===== config.mk =====
export PLATFORM = sky130hd
export DESIGN_NAME = control_alu_mdu
export DESIGN_NICKNAME = d
export VERILOG_FILES = /design/src/rtl/control_alu_mdu.sv
export SDC_FILE = /design/constraint.sdc
export NUM_CORES = 1
export LEC_CHECK = 0
export ABC_AREA = 0
export BUFFER_PORTS_ARGS = -buffer_cell sky130_fd_sc_hd__buf_2
export CAP_MARGIN = 10
export CORE_ASPECT_RATIO = 1.75
export CORE_MARGIN = 2
export CORE_UTILIZATION = 33
export DETAILED_ROUTE_END_ITERATION = 8
export PLACE_DENSITY_LB_ADDON = 0.2
export SETUP_SLACK_MARGIN = 0.4
export SYNTH_ARGS = -nofsm -noshare
export SYNTH_HDL_FRONTEND = slang
export SYNTH_SLANG_ARGS = --single-unit

===== constraint.sdc =====
create_clock -name i_clk -period 7.05 [get_ports i_clk]
set_input_delay 0.3525 -clock i_clk [delete_from_list [all_inputs] [get_ports i_clk]]
set_output_delay 0.3525 -clock i_clk [all_outputs]
set_load 0.05 [all_outputs]

===== src/rtl/control_alu_mdu.sv =====
`default_nettype none
// ============================================================================
// control_alu_mdu : EX-stage ALU decode plus iterative multiply/divide unit
// Rev 1.0
// ============================================================================
module control_alu_mdu #(
  parameter int DATA_W       = 32,
  parameter int BITS_ALU     = 6,
  parameter int BITS_ALU_CTL = 2,
  parameter int ALU_OP       = 6
) (
  input  logic                    i_clk,
  input  logic                    i_reset,
  input  logic                    i_valid,
  input  logic [BITS_ALU-1:0]     i_funct,
  input  logic [BITS_ALU-1:0]     i_opcode,
  input  logic [BITS_ALU_CTL-1:0] i_alu_op,
  input  logic [DATA_W-1:0]       i_rs_data,
  input  logic [DATA_W-1:0]       i_rt_data,
  output logic [ALU_OP-1:0]       o_alu_op,
  output logic                    o_shamt,
  output logic                    o_stall,
  output logic [DATA_W-1:0]       o_hilo_data
);

  localparam int CNT_W = $clog2(DATA_W);
  localparam logic [CNT_W-1:0] c_LAST = CNT_W'(DATA_W - 1);

  localparam logic [BITS_ALU_CTL-1:0] c_CLS_ADD = BITS_ALU_CTL'(2'b00);
  localparam logic [BITS_ALU_CTL-1:0] c_CLS_SUB = BITS_ALU_CTL'(2'b01);
  localparam logic [BITS_ALU_CTL-1:0] c_CLS_R   = BITS_ALU_CTL'(2'b10);

  localparam logic [ALU_OP-1:0] c_OP_ADD  = ALU_OP'(6'b100000);
  localparam logic [ALU_OP-1:0] c_OP_SUB  = ALU_OP'(6'b100010);
  localparam logic [ALU_OP-1:0] c_OP_BADR = ALU_OP'(6'b111110);
  localparam logic [ALU_OP-1:0] c_OP_BADI = ALU_OP'(6'b111101);
  localparam logic [ALU_OP-1:0] c_OP_IDLE = ALU_OP'(6'b111111);

  localparam logic [BITS_ALU-1:0] c_F_SLL   = BITS_ALU'(6'b000000);
  localparam logic [BITS_ALU-1:0] c_F_SRL   = BITS_ALU'(6'b000010);
  localparam logic [BITS_ALU-1:0] c_F_SRA   = BITS_ALU'(6'b000011);
  localparam logic [BITS_ALU-1:0] c_F_SLLV  = BITS_ALU'(6'b000100);
  localparam logic [BITS_ALU-1:0] c_F_SRLV  = BITS_ALU'(6'b000110);
  localparam logic [BITS_ALU-1:0] c_F_SRAV  = BITS_ALU'(6'b000111);
  localparam logic [BITS_ALU-1:0] c_F_MFHI  = BITS_ALU'(6'b010000);
  localparam logic [BITS_ALU-1:0] c_F_MTHI  = BITS_ALU'(6'b010001);
  localparam logic [BITS_ALU-1:0] c_F_MFLO  = BITS_ALU'(6'b010010);
  localparam logic [BITS_ALU-1:0] c_F_MTLO  = BITS_ALU'(6'b010011);
  localparam logic [BITS_ALU-1:0] c_F_MULT  = BITS_ALU'(6'b011000);
  localparam logic [BITS_ALU-1:0] c_F_MULTU = BITS_ALU'(6'b011001);
  localparam logic [BITS_ALU-1:0] c_F_DIV   = BITS_ALU'(6'b011010);
  localparam logic [BITS_ALU-1:0] c_F_DIVU  = BITS_ALU'(6'b011011);
  localparam logic [BITS_ALU-1:0] c_F_ADD   = BITS_ALU'(6'b100000);
  localparam logic [BITS_ALU-1:0] c_F_ADDU  = BITS_ALU'(6'b100001);
  localparam logic [BITS_ALU-1:0] c_F_SUB   = BITS_ALU'(6'b100010);
  localparam logic [BITS_ALU-1:0] c_F_SUBU  = BITS_ALU'(6'b100011);
  localparam logic [BITS_ALU-1:0] c_F_AND   = BITS_ALU'(6'b100100);
  localparam logic [BITS_ALU-1:0] c_F_OR    = BITS_ALU'(6'b100101);
  localparam logic [BITS_ALU-1:0] c_F_XOR   = BITS_ALU'(6'b100110);
  localparam logic [BITS_ALU-1:0] c_F_NOR   = BITS_ALU'(6'b100111);
  localparam logic [BITS_ALU-1:0] c_F_SLT   = BITS_ALU'(6'b101010);

  localparam logic [BITS_ALU-1:0] c_O_SLTI  = BITS_ALU'(6'b001010);
  localparam logic [BITS_ALU-1:0] c_O_ANDI  = BITS_ALU'(6'b001100);
  localparam logic [BITS_ALU-1:0] c_O_ORI   = BITS_ALU'(6'b001101);
  localparam logic [BITS_ALU-1:0] c_O_XORI  = BITS_ALU'(6'b001110);

  typedef enum logic [1:0] {S_IDLE = 2'd0, S_MUL = 2'd1, S_DIV = 2'd2} state_t;

  state_t              r_state, w_next;
  logic [CNT_W-1:0]    r_cnt;
  logic [DATA_W-1:0]   r_hi, r_lo;
  logic [DATA_W-1:0]   r_acc, r_q, r_b;
  logic                r_neg_q, r_neg_r, r_dz;
  logic [ALU_OP-1:0]   r_alu_op;
  logic                r_shamt;

  logic [ALU_OP-1:0]   w_alu_op;
  logic                w_shamt;
  logic                w_rclass, w_idle, w_last;
  logic                w_start, w_mthi, w_mtlo, w_signed;
  logic [DATA_W-1:0]   w_rs_mag, w_rt_mag;
  logic [DATA_W:0]     w_add;
  logic [2*DATA_W-1:0] w_mul_p, w_prod_fin;
  logic [DATA_W:0]     w_shift;
  logic                w_ge;
  logic [DATA_W-1:0]   w_sub, w_div_acc, w_div_q;

  // ALU operation decode
  always_comb begin
    w_alu_op = c_OP_ADD;
    w_shamt  = 1'b0;
    case (i_alu_op)
      c_CLS_ADD: w_alu_op = c_OP_ADD;
      c_CLS_SUB: w_alu_op = c_OP_SUB;
      c_CLS_R: begin
        case (i_funct)
          c_F_ADD, c_F_ADDU, c_F_SUB, c_F_SUBU, c_F_AND, c_F_OR, c_F_NOR,
          c_F_XOR, c_F_SLT, c_F_SLL, c_F_SRL, c_F_SRA, c_F_SLLV, c_F_SRLV,
          c_F_SRAV: w_alu_op = ALU_OP'(i_funct);
          c_F_MULT, c_F_MULTU, c_F_DIV, c_F_DIVU, c_F_MFHI, c_F_MTHI,
          c_F_MFLO, c_F_MTLO: w_alu_op = c_OP_IDLE;
          default: w_alu_op = c_OP_BADR;
        endcase
        w_shamt = (i_funct == c_F_SLL) || (i_funct == c_F_SRL) || (i_funct == c_F_SRA);
      end
      default: begin
        case (i_opcode)
          c_O_SLTI, c_O_ANDI, c_O_ORI, c_O_XORI: w_alu_op = ALU_OP'(i_opcode);
          default: w_alu_op = c_OP_BADI;
        endcase
      end
    endcase
  end

  assign w_rclass = i_valid && (i_alu_op == c_CLS_R);
  assign w_idle   = (r_state == S_IDLE);
  assign w_last   = (r_cnt == c_LAST);
  assign w_start  = w_rclass && w_idle &&
                    ((i_funct == c_F_MULT) || (i_funct == c_F_MULTU) ||
                     (i_funct == c_F_DIV)  || (i_funct == c_F_DIVU));
  assign w_mthi   = w_rclass && w_idle && (i_funct == c_F_MTHI);
  assign w_mtlo   = w_rclass && w_idle && (i_funct == c_F_MTLO);
  assign w_signed = ~i_funct[0];

  // Both units iterate on magnitudes; signs are restored on the final write
  assign w_rs_mag = (w_signed && i_rs_data[DATA_W-1]) ? -i_rs_data : i_rs_data;
  assign w_rt_mag = (w_signed && i_rt_data[DATA_W-1]) ? -i_rt_data : i_rt_data;

  assign w_add      = {1'b0, r_acc} + (r_q[0] ? {1'b0, r_b} : {(DATA_W+1){1'b0}});
  assign w_mul_p    = {w_add, r_q[DATA_W-1:1]};
  assign w_prod_fin = r_neg_q ? -w_mul_p : w_mul_p;

  assign w_shift   = {r_acc, r_q[DATA_W-1]};
  assign w_ge      = (w_shift >= {1'b0, r_b});
  assign w_sub     = w_shift[DATA_W-1:0] - r_b;
  assign w_div_acc = w_ge ? w_sub : w_shift[DATA_W-1:0];
  assign w_div_q   = {r_q[DATA_W-2:0], w_ge};

  always_comb begin
    w_next = r_state;
    case (r_state)
      S_IDLE:  if (w_start) w_next = i_funct[1] ? S_DIV : S_MUL;
      S_MUL,
      S_DIV:   if (w_last) w_next = S_IDLE;
      default: w_next = S_IDLE;
    endcase
  end

  always_ff @(posedge i_clk) begin
    if (i_reset) r_state <= S_IDLE;
    else         r_state <= w_next;
  end

  always_ff @(posedge i_clk) begin
    if (i_reset) begin
      r_cnt   <= '0;
      r_hi    <= '0;
      r_lo    <= '0;
      r_acc   <= '0;
      r_q     <= '0;
      r_b     <= '0;
      r_neg_q <= 1'b0;
      r_neg_r <= 1'b0;
      r_dz    <= 1'b0;
    end else begin
      case (r_state)
        S_IDLE: begin
          if (w_start) begin
            r_cnt   <= '0;
            r_acc   <= '0;
            r_q     <= w_rs_mag;
            r_b     <= w_rt_mag;
            r_neg_q <= w_signed && (i_rs_data[DATA_W-1] ^ i_rt_data[DATA_W-1]);
            r_neg_r <= w_signed && i_rs_data[DATA_W-1];
            r_dz    <= (i_rt_data == '0);
          end
          if (w_mthi) r_hi <= i_rs_data;
          if (w_mtlo) r_lo <= i_rs_data;
        end
        S_MUL: begin
          r_cnt <= r_cnt + CNT_W'(1);
          {r_acc, r_q} <= w_mul_p;
          if (w_last) {r_hi, r_lo} <= w_prod_fin;
        end
        S_DIV: begin
          r_cnt <= r_cnt + CNT_W'(1);
          r_acc <= w_div_acc;
          r_q   <= w_div_q;
          if (w_last) begin
            // Zero divisor leaves the dividend magnitude in r_acc, so HI needs no special case
            r_lo <= r_dz ? {DATA_W{1'b1}} : (r_neg_q ? -w_div_q : w_div_q);
            r_hi <= r_neg_r ? -w_div_acc : w_div_acc;
          end
        end
        default: r_cnt <= '0;
      endcase
    end
  end

  always_ff @(posedge i_clk) begin
    if (i_reset) begin
      r_alu_op <= '0;
      r_shamt  <= 1'b0;
    end else if (w_idle) begin
      r_alu_op <= w_alu_op;
      r_shamt  <= w_shamt;
    end
  end

  assign o_alu_op    = r_alu_op;
  assign o_shamt     = r_shamt;
  assign o_stall     = ~w_idle;
  assign o_hilo_data = (w_rclass && w_idle && (i_funct == c_F_MFHI)) ? r_hi :
                       (w_rclass && w_idle && (i_funct == c_F_MFLO)) ? r_lo : '0;

endmodule
`default_nettype wire


# [Word-level counts from Yosys, hierarchy flattened]
# Cells that the tools add are included.
[word_totals] reg_bits=177 latch_bits=0 ram_bits=0 rom_bits=0 input_bits=81 out_inout_bits=40 wordCells=122 mem_count=0
[op_classes] n_addsub=8 mul=0 n_div=0 magnitude_cmp=1 n_eq_ne=37 n_shift=0 n_mux=32 n_bitwise=3 n_reduce_logical=29
[op_table] op="32-bit 2-to-1 mux" count=17
[op_table] op="32-bit case mux with 3 select lines" count=4
[op_table] op="32-bit negator" count=4
[op_table] op="64-bit 2-to-1 mux" count=1
[op_table] op="64-bit negator" count=1
[op_table] op="6-bit equality test (second input constant)" count=9
[op_table] op="6-bit by 5-bit equality test with 1-bit output (second input constant)" count=8
[op_table] op="32-bit by 32-bit adder with 33-bit output" count=1
[op_table] op="33-bit by 32-bit greater-or-equal comparator with 1-bit output" count=1
[op_table] op="32-bit zero test" count=1
[op_table] op="32-bit subtractor" count=1
[op_table] op="6-bit by 4-bit equality test with 1-bit output (second input constant)" count=4
[op_table] op="6-bit by 3-bit equality test with 1-bit output (second input constant)" count=3
[op_table] op="6-bit case mux with 3 select lines" count=1
[op_table] op="15-bit OR reduction" count=1
[op_table] op="6-bit by 2-bit equality test with 1-bit output (second input constant)" count=2
[op_table] op="6-bit case mux with 2 select lines" count=1
[op_table] op="1-bit logical AND" count=10
[op_table] op="5-bit case mux with 2 select lines" count=1
[op_table] op="2-bit by 1-bit inequality test with 1-bit output (second input constant)" count=4
[op_table] op="4-bit AND reduction" count=2
[op_table] op="8-bit OR reduction" count=1
[op_table] op="6-bit zero test" count=1
[op_table] op="2-bit 2-to-1 mux" count=3
[op_table] op="17 further kinds" count=28

# [Depth between registers and ports, before layout]
# Gate-level depths: netlist of run 1.
[depth] depth_word=7 ltp_mapped=23 mapped_depth_nobuf=19

# [Worst setup path before layout of run 1]
# No wires, ideal clock.
[synth_timing] path_kind="reg2reg" start="register r_acc[6]" end="register r_hi[26]" setup_time_ps=101 arrival_ps=4809 required_time_ps=6949 setup_slack_ps=2140 stages_incl_launch_ff=21 path_buffers=4 period_less_slack_ps=4910 cell_sequence="dfxtp_1 -> ha_1 -> clkbuf_1 -> nand4_1 -> nor4_1 -> a31oi_1 -> o2111a_1 -> nand2_1 -> clkbuf_1 -> clkbuf_1 -> buf_1 -> mux2i_1 -> ha_1 -> nand2_1 -> nor4_1 -> a31o_2 -> nand3_1 -> o31ai_1 -> xnor2_1 -> a221oi_2 -> o41ai_1"
[synth_via] elab_chain_cells=6 word_cells_on_any_way=11 cone_classes="add/sub (4); order compare (1); mux (6)"
[synth_lines] item="start: declaration" line_no="73" source="logic [DATA_W-1:0] r_acc, r_q, r_b;"
[synth_lines] item="start signal: assignment" line_no="183" source="{r_acc, r_q} <= w_mul_p;"
[synth_lines] item="start signal: assignment" line_no="188" source="r_acc <= w_div_acc;"
[synth_lines] item="32-bit subtractor / 33-bit by 32-bit greater-or-equal comparator with 1-bit output (equally long branches)" line_no="136, 135"
[synth_lines] item="32-bit 2-to-1 mux" line_no="137" source="assign w_div_acc = w_ge ? w_sub : w_shift[DATA_W-1:0];"
[synth_lines] item="32-bit negator" line_no="193" source="r_hi <= r_neg_r ? -w_div_acc : w_div_acc;"
[synth_lines] item="32-bit 2-to-1 mux" line_no="193"
[synth_lines] item="32-bit 2-to-1 mux" line_no="190" source="if (w_last) begin"
[synth_lines] item="32-bit case mux with 3 select lines (*)" line_no="167" source="case (r_state)"
[synth_lines] item="end signal: assignment" line_no="178" source="if (w_mthi) r_hi <= i_rs_data;"
[synth_lines] item="end signal: assignment" line_no="184" source="if (w_last) {r_hi, r_lo} <= w_prod_fin;"
[synth_lines] item="end signal: assignment" line_no="193"
[synth_lines] item="end: declaration" line_no="72" source="logic [DATA_W-1:0] r_hi, r_lo;"
# Every way passes the cells marked *; elsewhere a longest branch is shown, timed or not. The select of a mux whose other input is x is not followed.
# A chain may end at the register's enable or synchronous reset.

# [Worst setup path after layout of run 1]
[layout_timing] start="register r_q[0]" end="register r_hi[31]"
[layout_via] elab_chain_cells=6
[layout_lines] item="start: declaration" line_no="73"
[layout_lines] item="start signal: assignment" line_no="172" source="r_q <= w_rs_mag;"
[layout_lines] item="start signal: assignment" line_no="183"
[layout_lines] item="start signal: assignment" line_no="189" source="r_q <= w_div_q;"
[layout_lines] item="32-bit 2-to-1 mux (*)" line_no="130" source="assign w_add = {1'b0, r_acc} + (r_q[0] ? {1'b0, r_b} : {(DATA_W+1){1'b0}});"
[layout_lines] item="32-bit by 32-bit adder with 33-bit output (*)" line_no="130"
[layout_lines] item="64-bit negator" line_no="132" source="assign w_prod_fin = r_neg_q ? -w_mul_p : w_mul_p;"
[layout_lines] item="64-bit 2-to-1 mux (*)" line_no="132"
[layout_lines] item="32-bit 2-to-1 mux (*)" line_no="184"
[layout_lines] item="32-bit case mux with 3 select lines (*)" line_no="167"
# Marks and branches as above.

==> metrics.md, run 1 <==
| Metric | Value |
|---|---|
| Share of cells above drive strength 1 | `9.31%` |
| Vias per cell | `between 6 and 7` |
| Die Height | `about 310 um` |
| H-tree Lvls | `4` |
| Initial antenna violation count | `0` |
| Crit-path slowest cell | `a211oi_1` |
| Diodes inserted | `0` |
| Clk_lat worst skew | `between 0.4 and 0.5 ns` |
| Final Slew Violations | `0` |
| Via count | `a little under 20000` |
| Detailed Place HPWL | `between 60000 and 70000 um` |
| Post-route setup slack | `1.37 ns` |
| CTS Sinks | `between 150 and 200` |
| Row cnt | `110` |
| GRT Util Overall | `between 20% and 30%` |
| Slew @ Worst Pin | `around 1.1 ns` |
| Fin area | `approximately 0.019 mm^2` |
| Worst Setup SP | `r_q[0]` |
| YS warnings | `0` |
| 1st-pass router iterations | `6` |
| Syn nets | `2630` |
| Crit-path leading delay family | `simple AND/OR/NAND/NOR gates` |
| Tmin final | `~5.7 ns` |
| Initial Utilization | `33.3%` |
| Main flop type after synthesis | `dfxtp_1` |
| Port bufs | `120` |
| Crit-path max FO | `35` |
| R2R Setup Slk | `approximately 1.4 ns` |
| CTS tree | `yes` |
| Die Wd | `~180 um` |
| Post-CTS Hold Fix Bufs | `0` |
| Pre-CTS setup slack | `1.51 ns` |
| CP Buf/Inv Count | `2` |
| GR peak layer | `met2` |
| Count of cells resized by post-cts repair | `0` |
| Vias in the first global route | `between 15000 and 20000` |
| Core area | `between 0.05 and 0.06 mm^2` |
| R2R Path Start | `r_q[0]` |
| Final #Nets | `approximately 2600` |
| Synth Cell Area | `around 0.017 mm^2` |
| Setup Buffers After CTS | `0` |
| Setup Skew | `around 0.017 ns` |
| Clk root buf | `clkbuf_16` |
| Global Route met3 Usage | `approximately 2.7%` |
| Initial DRC Count | `1800` |
| Status | `complete, no violations` |
| Pwr Density | `138 mW/mm^2` |
| Async S/R FF share, synth | `0%` |
| Total grt overflow | `0` |
| P_leak | `7.43 nW` |
| GP Congestion | `0.982` |
| Routed wire length | `just under 80000 um` |
| I/O pin cnt | `~120` |
| Final setup viols | `0` |
| Setup crit end kind | `flop` |
| Seq/Total Area, Yosys | `between 20 and 25%` |
| Startpoint Class | `flop` |
| Setup total negative slack | `0 ns` |
| Clock Tree Buf Depth | `2` |
| Hold path startpoint | `i_rt_data[0]` |
| Die area | `around 0.054 mm^2` |
| WL/cell | `24.6 um` |
| Post-synthesis area per instance | `approximately 6.9 um^2` |
| Largest net degree at the start of global routing | `roughly 110` |
| Post-Synthesis Cells | `2471` |
| Layout area overhead | `9.87%` |
| CTS clk-pin slew, worst paths | `0.08 ns` |
| HP Class | `input port to flop` |
| First-pass GRT wire length | `~120000 um` |
| Unrepaired setup endpoints after global routing | `no` |
| Met1 Use GR | `between 20% and 30%` |
| Pwr Total | `roughly 2.6 mW` |
| Worst EP arrival | `6.00 ns` |
| CP required | `around 7.4 ns` |
| Dpl cell area | `~0.018 mm^2` |
| Fin crit share | `80.6%` |
| Max Cap Violations | `0` |
| IR drop worst, VDD | `between 150 and 200 uV` |
| Final Hold Viols | `0` |
| FF+latch count, synth | `between 150 and 200` |
| Max Fclk | `176 MHz` |
| Final ANT Viol Nets | `0` |
| CP Class | `flop to flop` |
| Met2 Resource Use GR | `a little over half` |
| Crit-path cells | `clkinv_1, buf_4, nor2_1, ha_1, a211oi_1, o21ai_1, nand4_1, nand3_1, a21boi_0, xnor2_1, or4_1, or3_1, or4_1, o21ai_1, mux2i_1, o221ai_1` |
| Yosys cell types | `between 80 and 90` |
| EDFF count, synth | `0` |
| Clock buffer count from CTS | `17` |
| Slowest stage delay, CP | `roughly 0.66 ns` |
| Relative slew slack | `28.3%` |
| Drc violations | `0` |
==> sequential cells by signal, indices dropped and copies added (netlist names) <==
| register | count |
|---|---|
| o_alu_op | 6 |
| o_shamt | 1 |
| r_acc | 32 |
| r_b | 32 |
| r_cnt | 5 |
| r_dz | 1 |
| r_hi | 32 |
| r_lo | 32 |
| r_neg_q | 1 |
| r_neg_r | 1 |
| r_q | 32 |
| r_state | 2 |
==> cell usage in the layout, fill, tap and decap left out, drive strengths merged, types with 66 or more instances in the layout <==
cell type,instances
o21ai,173
nor2,336
ha,76
xnor2,139
nand2,254
dfxtp,177
nor3,66
buf,160
a21oi,239
inv,75
==> synth_stat cells (39+ instances only) <==
| library cell | n | area, um^2 |
|---|---|---|
| xnor2_1 | 139 | 1220 |
| a221oi_1 | 58 | 508 |
| ha_1 | 76 | 951 |
| nor2_1 | 336 | 1260 |
| xor2_1 | 64 | 561 |
| dfxtp_1 | 177 | 3540 |
| inv_1 | 69 | 259 |
| a21oi_1 | 239 | 1200 |
| nand3_1 | 42 | 210 |
| clkbuf_1 | 163 | 612 |
| nor3_1 | 66 | 330 |
| nand2_1 | 254 | 953 |
| a211oi_1 | 62 | 465 |
| o21ai_0 | 163 | 816 |
| a22o_1 | 39 | 342 |
==> kinds of logic after synthesis <==
kind of cell             Yosys count  synth area share, %
flip-flops                       177                 20.7
buffers and inverters            253                 5.66
AO/OA/AOI/OAI                    832                 32.0
XOR/XNOR                         203                 10.4
AND/OR/NAND/NOR                  910                 24.4
multiplexers                      18                 1.06
adder cells (fa/ha/maj)           78                 5.78
==> final timing paths <==
check | end | cells past startpoint
min reg2reg | r_lo[21] | 2
max reg2reg | r_hi[31] | 16
max | r_hi[31] | 16
min | r_b[0] | 3
==> through the flow <==
stage | util [%] | hold slack [ns] | cells
2_1_floorplan | - | 0.425 | 2471
3_3_place_gp | 35.4 | 0.439 | 3120
3_5_place_dp | 35.4 | 0.446 | 3121
4_1_cts | 36.6 | 0.150 | 3153
5_1_grt | 36.6 | 0.177 | 3153
6_report | 36.6 | 0.167 | 3153
==> final cells by class <==
type | count | area (um^2)
clock buffers | 18 | 439
clock inverters | 14 | 170
multi-input cells | 2041 | 12700
flip-flops and latches | 177 | 3540
fillers | 5589 | 32600
inverters | 71 | 267
repair buffers | 160 | 905
well taps | 672 | 841
==> report_power, final <==
group	switching [mW]	leakage (nW)	internal [mW]	total, mW
Combinational	0.366	5.70	0.172	0.538
Sequential	0.00902	1.43	1.01	1.02
Clock	0.508	0.297	0.544	1.05
Total	0.883	7.43	1.72	2.61
==> metal layers <==
layer | part of all wire (%) | routed length, um
met1 | 36 | 27600
met4 | 8.1 | 6280
met2 | 52 | 40700
met3 | 4.1 | 3170
met5 | 0 | 0
==> worst reg2reg max path: stages (launching register included) <==
cell and delay, ns:
dfxtp_1 0.40, clkinv_1 0.08, buf_4 0.28, nor2_1 0.33, ha_1 0.31, a211oi_1 0.66
o21ai_1 0.38, nand4_1 0.36, nand3_1 0.20, a21boi_0 0.27, xnor2_1 0.18, or4_1 0.60
or3_1 0.42, or4_1 0.56, o21ai_1 0.18, mux2i_1 0.20, o221ai_1 0.12
No activity file was read; power rests on OpenSTA's default activity.
==> run 2, diff against run 1 <==
==> constraint.sdc (replaced) <==
create_clock -name i_clk -period 5 [get_ports i_clk]
set_input_delay 0.25 -clock i_clk [delete_from_list [all_inputs] [get_ports i_clk]]
set_output_delay 0.25 -clock i_clk [all_outputs]
set_load 0.05 [all_outputs]
==> run 2 against run 1 <==
Compared with the run above:
- combinational power up 67%
- design area up 7.9%
- clock power up 46%
- clock skew up 0.0076 ns
- largest cell class unchanged
- sequential share of layout area down 1.4 points
- sequential cell count unchanged
- power up 48%
- register-to-register slack worse by 0.78 ns
- sequential power up 40%
==> metrics.md, run 2 (synthesis results as in run 1) <==
| Metric | Value |
|---|---|
| GP Congestion | `0.947 (-3.6%)` |
| Layout area overhead | `18.6%` |
| DP Cell Count | `3265 (+4.6%)` |
| Tmin final | `4.41 ns (-1.27 ns)` |
| Vias in the first global route | `19327 (+2.2%)` |
| Drc violations | `0 (unchanged)` |
| CTS tree | `yes` |
| Pwr Total | `3.86 mW (+48%)` |
| Initial DRC Count | `1502 (-17%)` |
| Max Fclk | `227 MHz (+29%)` |
| Setup total negative slack | `0 ns (unchanged)` |
| Final setup viols | `0 (unchanged)` |
| Pwr Density | `190 mW/mm^2 (+37%)` |
| Via count | `19638 (+0.84%)` |
| Startpoint Class | `flop` |
| Setup Skew | `0.0251 ns (+0.00761 ns)` |
| Die Wd | `176 um (unchanged)` |
| Max Cap Violations | `0 (unchanged)` |
| Crit-path cells | `inv_1, ha_4, nand4_1, nor4_4, buf_4, a31oi_1, o2111a_2, nand2_4, mux2i_4, ha_2, nand2_1, nor4_4, buf_4, buf_4, a31oi_1, o31ai_1, xnor2_1, a221o_1, o211ai_1, a21oi_1` |
| Clock Tree Buf Depth | `2 (unchanged)` |
| Initial Utilization | `33.3% (unchanged)` |
| Final Hold Viols | `0 (unchanged)` |
| Routed wire length | `80200 um (+3.2%)` |
| I/O pin cnt | `121 (unchanged)` |
| Crit-path leading delay family | `compound AO/OA/AOI/OAI gates` |
| Sequential Area | `0.00355 mm^2 (about the same)` |
| Diodes inserted | `0 (unchanged)` |
| CTS Sinks | `177 (unchanged)` |
| Row cnt | `110 (unchanged)` |
| Setup crit end kind | `flop` |
| Fillers | `5498 (-1.6%)` |
| Relative slew slack | `19.7% (-8.5 points)` |
| Final #Nets | `2779 (+5.8%)` |
| Core area | `0.0515 mm^2 (unchanged)` |
| Final Slew Violations | `0 (unchanged)` |
| CP required | `5.31 ns (-2.06 ns)` |
| Port bufs | `120 (unchanged)` |
| Clock buffer count from CTS | `17 (unchanged)` |
| P_leak | `8.23 nW (+11%)` |
| Initial antenna violation count | `0 (unchanged)` |
| Unrepaired setup endpoints after global routing | `no` |
| Clk_lat worst skew | `0.48 ns (about the same)` |
| H-tree Lvls | `4 (unchanged)` |
| Status | `complete, no violations` |
| Worst EP arrival | `4.72 ns (-1.28 ns)` |
| Footprint of the multi-input gates | `0.0130 mm^2 (+2.1%)` |
| First-pass GRT wire length | `119000 um (+2.1%)` |
| Die area | `0.0539 mm^2 (unchanged)` |
| WL/cell | `24.3 um (-1.5%)` |
| Clk root buf | `clkbuf_16` |
| Fin area | `0.0203 mm^2 (+7.9%)` |
| CP Buf/Inv Count | `4 (+2)` |
| Worst path most repeated cell | `buf_4` |
| Cell Count, Final, Fillers Out | `3305 (+4.8%)` |
| Dpl cell area | `0.0194 mm^2 (+6.1%)` |
| Total grt overflow | `0 (unchanged)` |
| Fin crit share | `88.2% (+7.6 points)` |
| Most common cell after layout, fill and taps aside | `nor2_1` |
| CP Class | `flop to flop` |
| Crit-path max FO | `8 (-77%)` |
| Final ANT Viol Nets | `0 (unchanged)` |
| CTS clk-pin slew, worst paths | `0.08 ns (about the same)` |
| Largest net degree at the start of global routing | `133 (+27%)` |
| HP Class | `input port to flop` |
| Slew @ Worst Pin | `1.20 ns (+0.134 ns)` |
| Crit-path slowest cell | `nor4_4` |
| Detailed Place HPWL | `62400 um (+3.8%)` |
| Share of cells above drive strength 1 | `16.3% (+7.0 points)` |
| 1st-pass router iterations | `6 (unchanged)` |
| Vias per cell | `5.94 (-3.8%)` |
| Final core utilization | `39.5% (+2.9 points)` |
| GRT Util Overall | `29.2% (+0.81 points)` |
| IR drop worst, VDD | `228 uV (+40%)` |
| Slowest stage delay, CP | `0.37 ns (-0.29 ns)` |
| Commonest non-fill, non-tap cells in the layout | `nor2_1, nand2_1, a21oi_1` |
| Die Height | `306 um (unchanged)` |
==> run 2: worst min-delay path: stages <==
cell,delay [ns]
buf_2,0.09
xnor2_1,0.12
a211oi_1,0.06
==> run 2: cell type report <==
type,instances,area share [%]
multi-input cells,2041,63.7
flip-flops and latches,177,17.4
repair buffers,312,10.3
well taps,672,4.13
clock buffers,18,2.11
inverters,71,1.33
clock inverters,14,0.972
==> run 2: final timing paths <==
check | startpoint | to | slack, ns | cells past startpoint
worst max-delay path | r_b[11] | r_hi[20] | 0.59 | 20
worst min-delay path | i_rt_data[29] | r_b[29] | 0.1 | 3
worst max register to register | r_b[11] | r_hi[20] | 0.59 | 20
worst min register to register | r_lo[21] | r_lo[21] | 0.46 | 2
==> run 2: through the flow <==
stage / setup slack [ns] / hold slack (ns)
after global routing: 0.385 / 0.0989
after CTS: 0.408 / 0.0813
final: 0.590 / 0.0951
after global placement: 0.0344 / 0.442
after detailed placement: 0.0115 / 0.448
after floorplan: 0.418 / 0.386
==> run 2: routing by layer <==
metal	up-vias	global-route usage [%]	part of all wire [%]	wire (um)
li1	9332	-	-	-
met1	9391	29.7	36	28500
met2	668	54.3	52	41800
met3	247	3.05	3.8	3070
met4	0	21.3	8.6	6880
met5	-	0	0	0
==> run 2: where the power goes <==
group / switching (mW) / internal (mW) / total, mW
combinational: 0.555 / 0.343 / 0.898
sequential: 0.0116 / 1.42 / 1.43
clock: 0.721 / 0.807 / 1.53
==> run 2: timing repair <==
| item | 4_1_cts | 5_1_grt |
|---|---|---|
| gates resized for setup | 16 | 64 |
| setup endpoints to repair | 18 | 16 |
| hold buffers | 0 | 0 |
| pin swaps | 1 | 12 |
| setup buffers | 1 | 7 |
==> run 3, diff against run 2 <==
==> constraint.sdc (replaced) <==
create_clock -name i_clk -period 5 [get_ports i_clk]
set_input_delay 0.25 -clock i_clk [delete_from_list [all_inputs] [get_ports i_clk]]
set_output_delay 0.25 -clock i_clk [all_outputs]
set_load 0.02 [all_outputs]
==> run 3 against run 2 <==
Compared with the run above:
- fmax is essentially flat
- worst setup slack lost 0.0031 ns
- combinational power shrank 2.7%
- wire length is essentially flat
- clock skew shrank 0.0040 ns
- cell count is essentially flat
- die area is the same
- via count grew 0.33%
- first-iteration DRC count shrank 8.0%
- clock-buffer cell count is the same
- core utilization shrank 0.16 points
- critical endpoint is now r_hi[31]
- highest routed layer unchanged
==> metrics.md, run 3 (synthesis results as in run 1) <==
| Metric | Value |
|---|---|
| Setup total negative slack | `0 ns (unchanged)` |
| Row cnt | `110 (unchanged)` |
| End of the worst hold path | `r_b[29]` |
| Initial DRC Count | `1382 (-8.0%)` |
| Footprint of the multi-input gates | `0.0129 mm^2 (-0.30%)` |
| P_sw | `1.28 mW (-0.85%)` |
| Worst EP arrival | `4.73 ns (about the same)` |
| IR drop worst, VDD | `259 uV (+14%)` |
| GP Congestion | `0.946 (about the same)` |
| Initial antenna violation count | `1 (+1)` |
| Clk pwr share | `37.6% (-2.0 points)` |
| First-pass GRT wire length | `119000 um (-0.11%)` |
| Clk_lat worst skew | `0.49 ns (about the same)` |
| Max Cap Violations | `0 (unchanged)` |
| Tmin final | `4.41 ns (+0.00308 ns)` |
| Largest net degree at the start of global routing | `133 (unchanged)` |
| Seq pwr share | `38.7% (+1.6 points)` |
| Unrepaired setup endpoints after global routing | `no` |
| Routed wire length | `80100 um (about the same)` |
| I/O pin cnt | `121 (unchanged)` |
| Die area | `0.0539 mm^2 (unchanged)` |
| Int Pwr | `2.42 mW (-5.9%)` |
| Initial Utilization | `33.3% (unchanged)` |
| Clk root buf | `clkbuf_16` |
| Hold WS | `0.0876 ns (-0.00748 ns)` |
| CP required | `5.32 ns (about the same)` |
| Worst Setup SP | `r_q[0]` |
| Commonest non-fill, non-tap cells in the layout | `nor2_1, nand2_1, a21oi_1` |
| Reg2reg end | `r_hi[31]` |
| Most common cell after layout, fill and taps aside | `nor2_1` |
| GRT Util Overall | `29.1% (-0.081 points)` |
| Hold Path Cell Cnt | `3 (unchanged)` |
| Relative slew slack | `13.4% (-6.3 points)` |
| Combinational Power Share | `23.6% (+0.3 points)` |
| H-tree Lvls | `4 (unchanged)` |
| Port bufs | `120 (unchanged)` |
| Final setup viols | `0 (unchanged)` |
| R2R Setup Slk | `0.59 ns (about the same)` |
| Sequential Area | `0.00355 mm^2 (unchanged)` |
| Setup crit end kind | `flop` |
| Slew @ Worst Pin | `1.29 ns (+0.0941 ns)` |
| Clock buffer count from CTS | `17 (unchanged)` |
| Pwr Density | `182 mW/mm^2 (-3.8%)` |
| CP Class | `flop to flop` |
| Hold path startpoint | `i_rt_data[29]` |
| Fin crit share | `88.3% (about the same)` |
| Final Slew Violations | `0 (unchanged)` |
| WL/cell | `24.2 um (-0.10%)` |
| Vias in the first global route | `19434 (+0.55%)` |
| HP Class | `input port to flop` |
| Drc violations | `0 (unchanged)` |
| Switch share | `34.5% (+1.2 points)` |
| CTS clk-pin slew, worst paths | `0.08 ns (about the same)` |
| Status | `complete, no violations` |
| Fillers | `5528 (+0.55%)` |
| Reg2Reg Depth | `16 (-20%)` |
| R2R Path Start | `r_q[0]` |
| Total grt overflow | `0 (unchanged)` |
| Clock Tree Buf Depth | `2 (unchanged)` |
| Detailed Place HPWL | `62600 um (+0.41%)` |
| Setup Skew | `0.0211 ns (-0.00403 ns)` |
| Via count | `19703 (+0.33%)` |
| Core area | `0.0515 mm^2 (unchanged)` |
| Layout area overhead | `18.1%` |
| CTS tree | `yes` |
| DP Cell Count | `3267 (+0.061%)` |
| Crit-path max FO | `4 (-4)` |
| Die Wd | `176 um (unchanged)` |
| Cell Count, Final, Fillers Out | `3306 (+0.030%)` |
| Final #Nets | `2779 (unchanged)` |
| P_leak | `8.17 nW (-0.73%)` |
| Die Height | `306 um (unchanged)` |
| CTS Sinks | `177 (unchanged)` |
| Max Fclk | `227 MHz (about the same)` |
| Startpoint Class | `flop` |
| Final Hold Viols | `0 (unchanged)` |
| Vias per cell | `5.96 (+0.30%)` |
| 1st-pass router iterations | `5 (-1)` |
| Share of cells above drive strength 1 | `16.4% (+0.11 points)` |
| Final ANT Viol Nets | `0 (unchanged)` |
==> run 3: changes by cell type in the layout (fill, tap and decap cells not counted), sizes merged <==
cell / change
clkinvlp: +1
inv: -1
bufinv: -3
clkinv: +3
diode: +1
==> run 3: metrics by stage <==
stage	power (mW)	area, um^2	worst slack [ns]	utilization [%]
3_5_place_dp	2.30	19400	0.0537	37.7
4_1_cts	3.70	20000	0.402	38.9
6_report	3.70	20300	0.587	39.4
2_1_floorplan	1.91	17200	0.418	-
3_3_place_gp	2.30	19400	0.0407	37.7
5_1_grt	3.84	20300	0.377	39.4
==> run 3: final cells by class <==
type	count	area share, %
sequential	177	17.5
clock inverter	14	0.605
multi-input combinational	2041	63.8
timing repair buffer	312	10.5
tap	672	4.15
inverter	71	1.33
antenna	1	0.0124
clock buffer	18	2.17
==> run 3: layer usage <==
layer / vias to the layer above / wire, um / global-route usage [%]
met5: - / 0 / 0
met2: 627 / 41700 / 53.4
met1: 9529 / 28800 / 29.8
li1: 9316 / - / -
met4: 0 / 7020 / 22.8
met3: 231 / 2660 / 2.82
==> run 3: critical path, stage by stage (launching register included) <==
cell and delay (ns):
dfxtp_1 0.33, and2_1 0.16, ha_1 0.22, fa_2 0.38, a211oi_2 0.29, buf_4 0.17
o21ai_1 0.14, and3_2 0.27, o21ai_1 0.13, a211oi_1 0.10, nand2b_1 0.18, or4_4 0.51
or3_4 0.37, or4_1 0.51, o21ai_1 0.17, mux2i_1 0.20, o221ai_1 0.12
==> run 3: worst max path at each step <==
stage | end
after floorplan | r_hi[26]
after global placement | r_hi[29]
after detailed placement | r_hi[27]
after CTS | r_hi[27]
after global routing | r_hi[31]
final | r_hi[31]
==> run 3: power groups by stage <==
stage | Clock (mW) | Combinational [mW] | Sequential [mW]
detailed placement | 0 | 0.839 | 1.46
global placement | 0 | 0.838 | 1.46
global route | 1.47 | 0.931 | 1.43
finish | 1.39 | 0.874 | 1.43
floorplan | 0 | 0.451 | 1.46
CTS | 1.42 | 0.847 | 1.43
==> run 3: repair_timing <==
| item | in CTS | in global routing |
|---|---|---|
| pin swaps | 0 | 15 |
| gates resized for setup | 13 | 61 |
| endpoints found under the hold margin | 0 | 0 |
| hold buffers | 0 | 0 |
| setup endpoints to repair | 17 | 14 |
| buffers inserted | 0 | 6 |
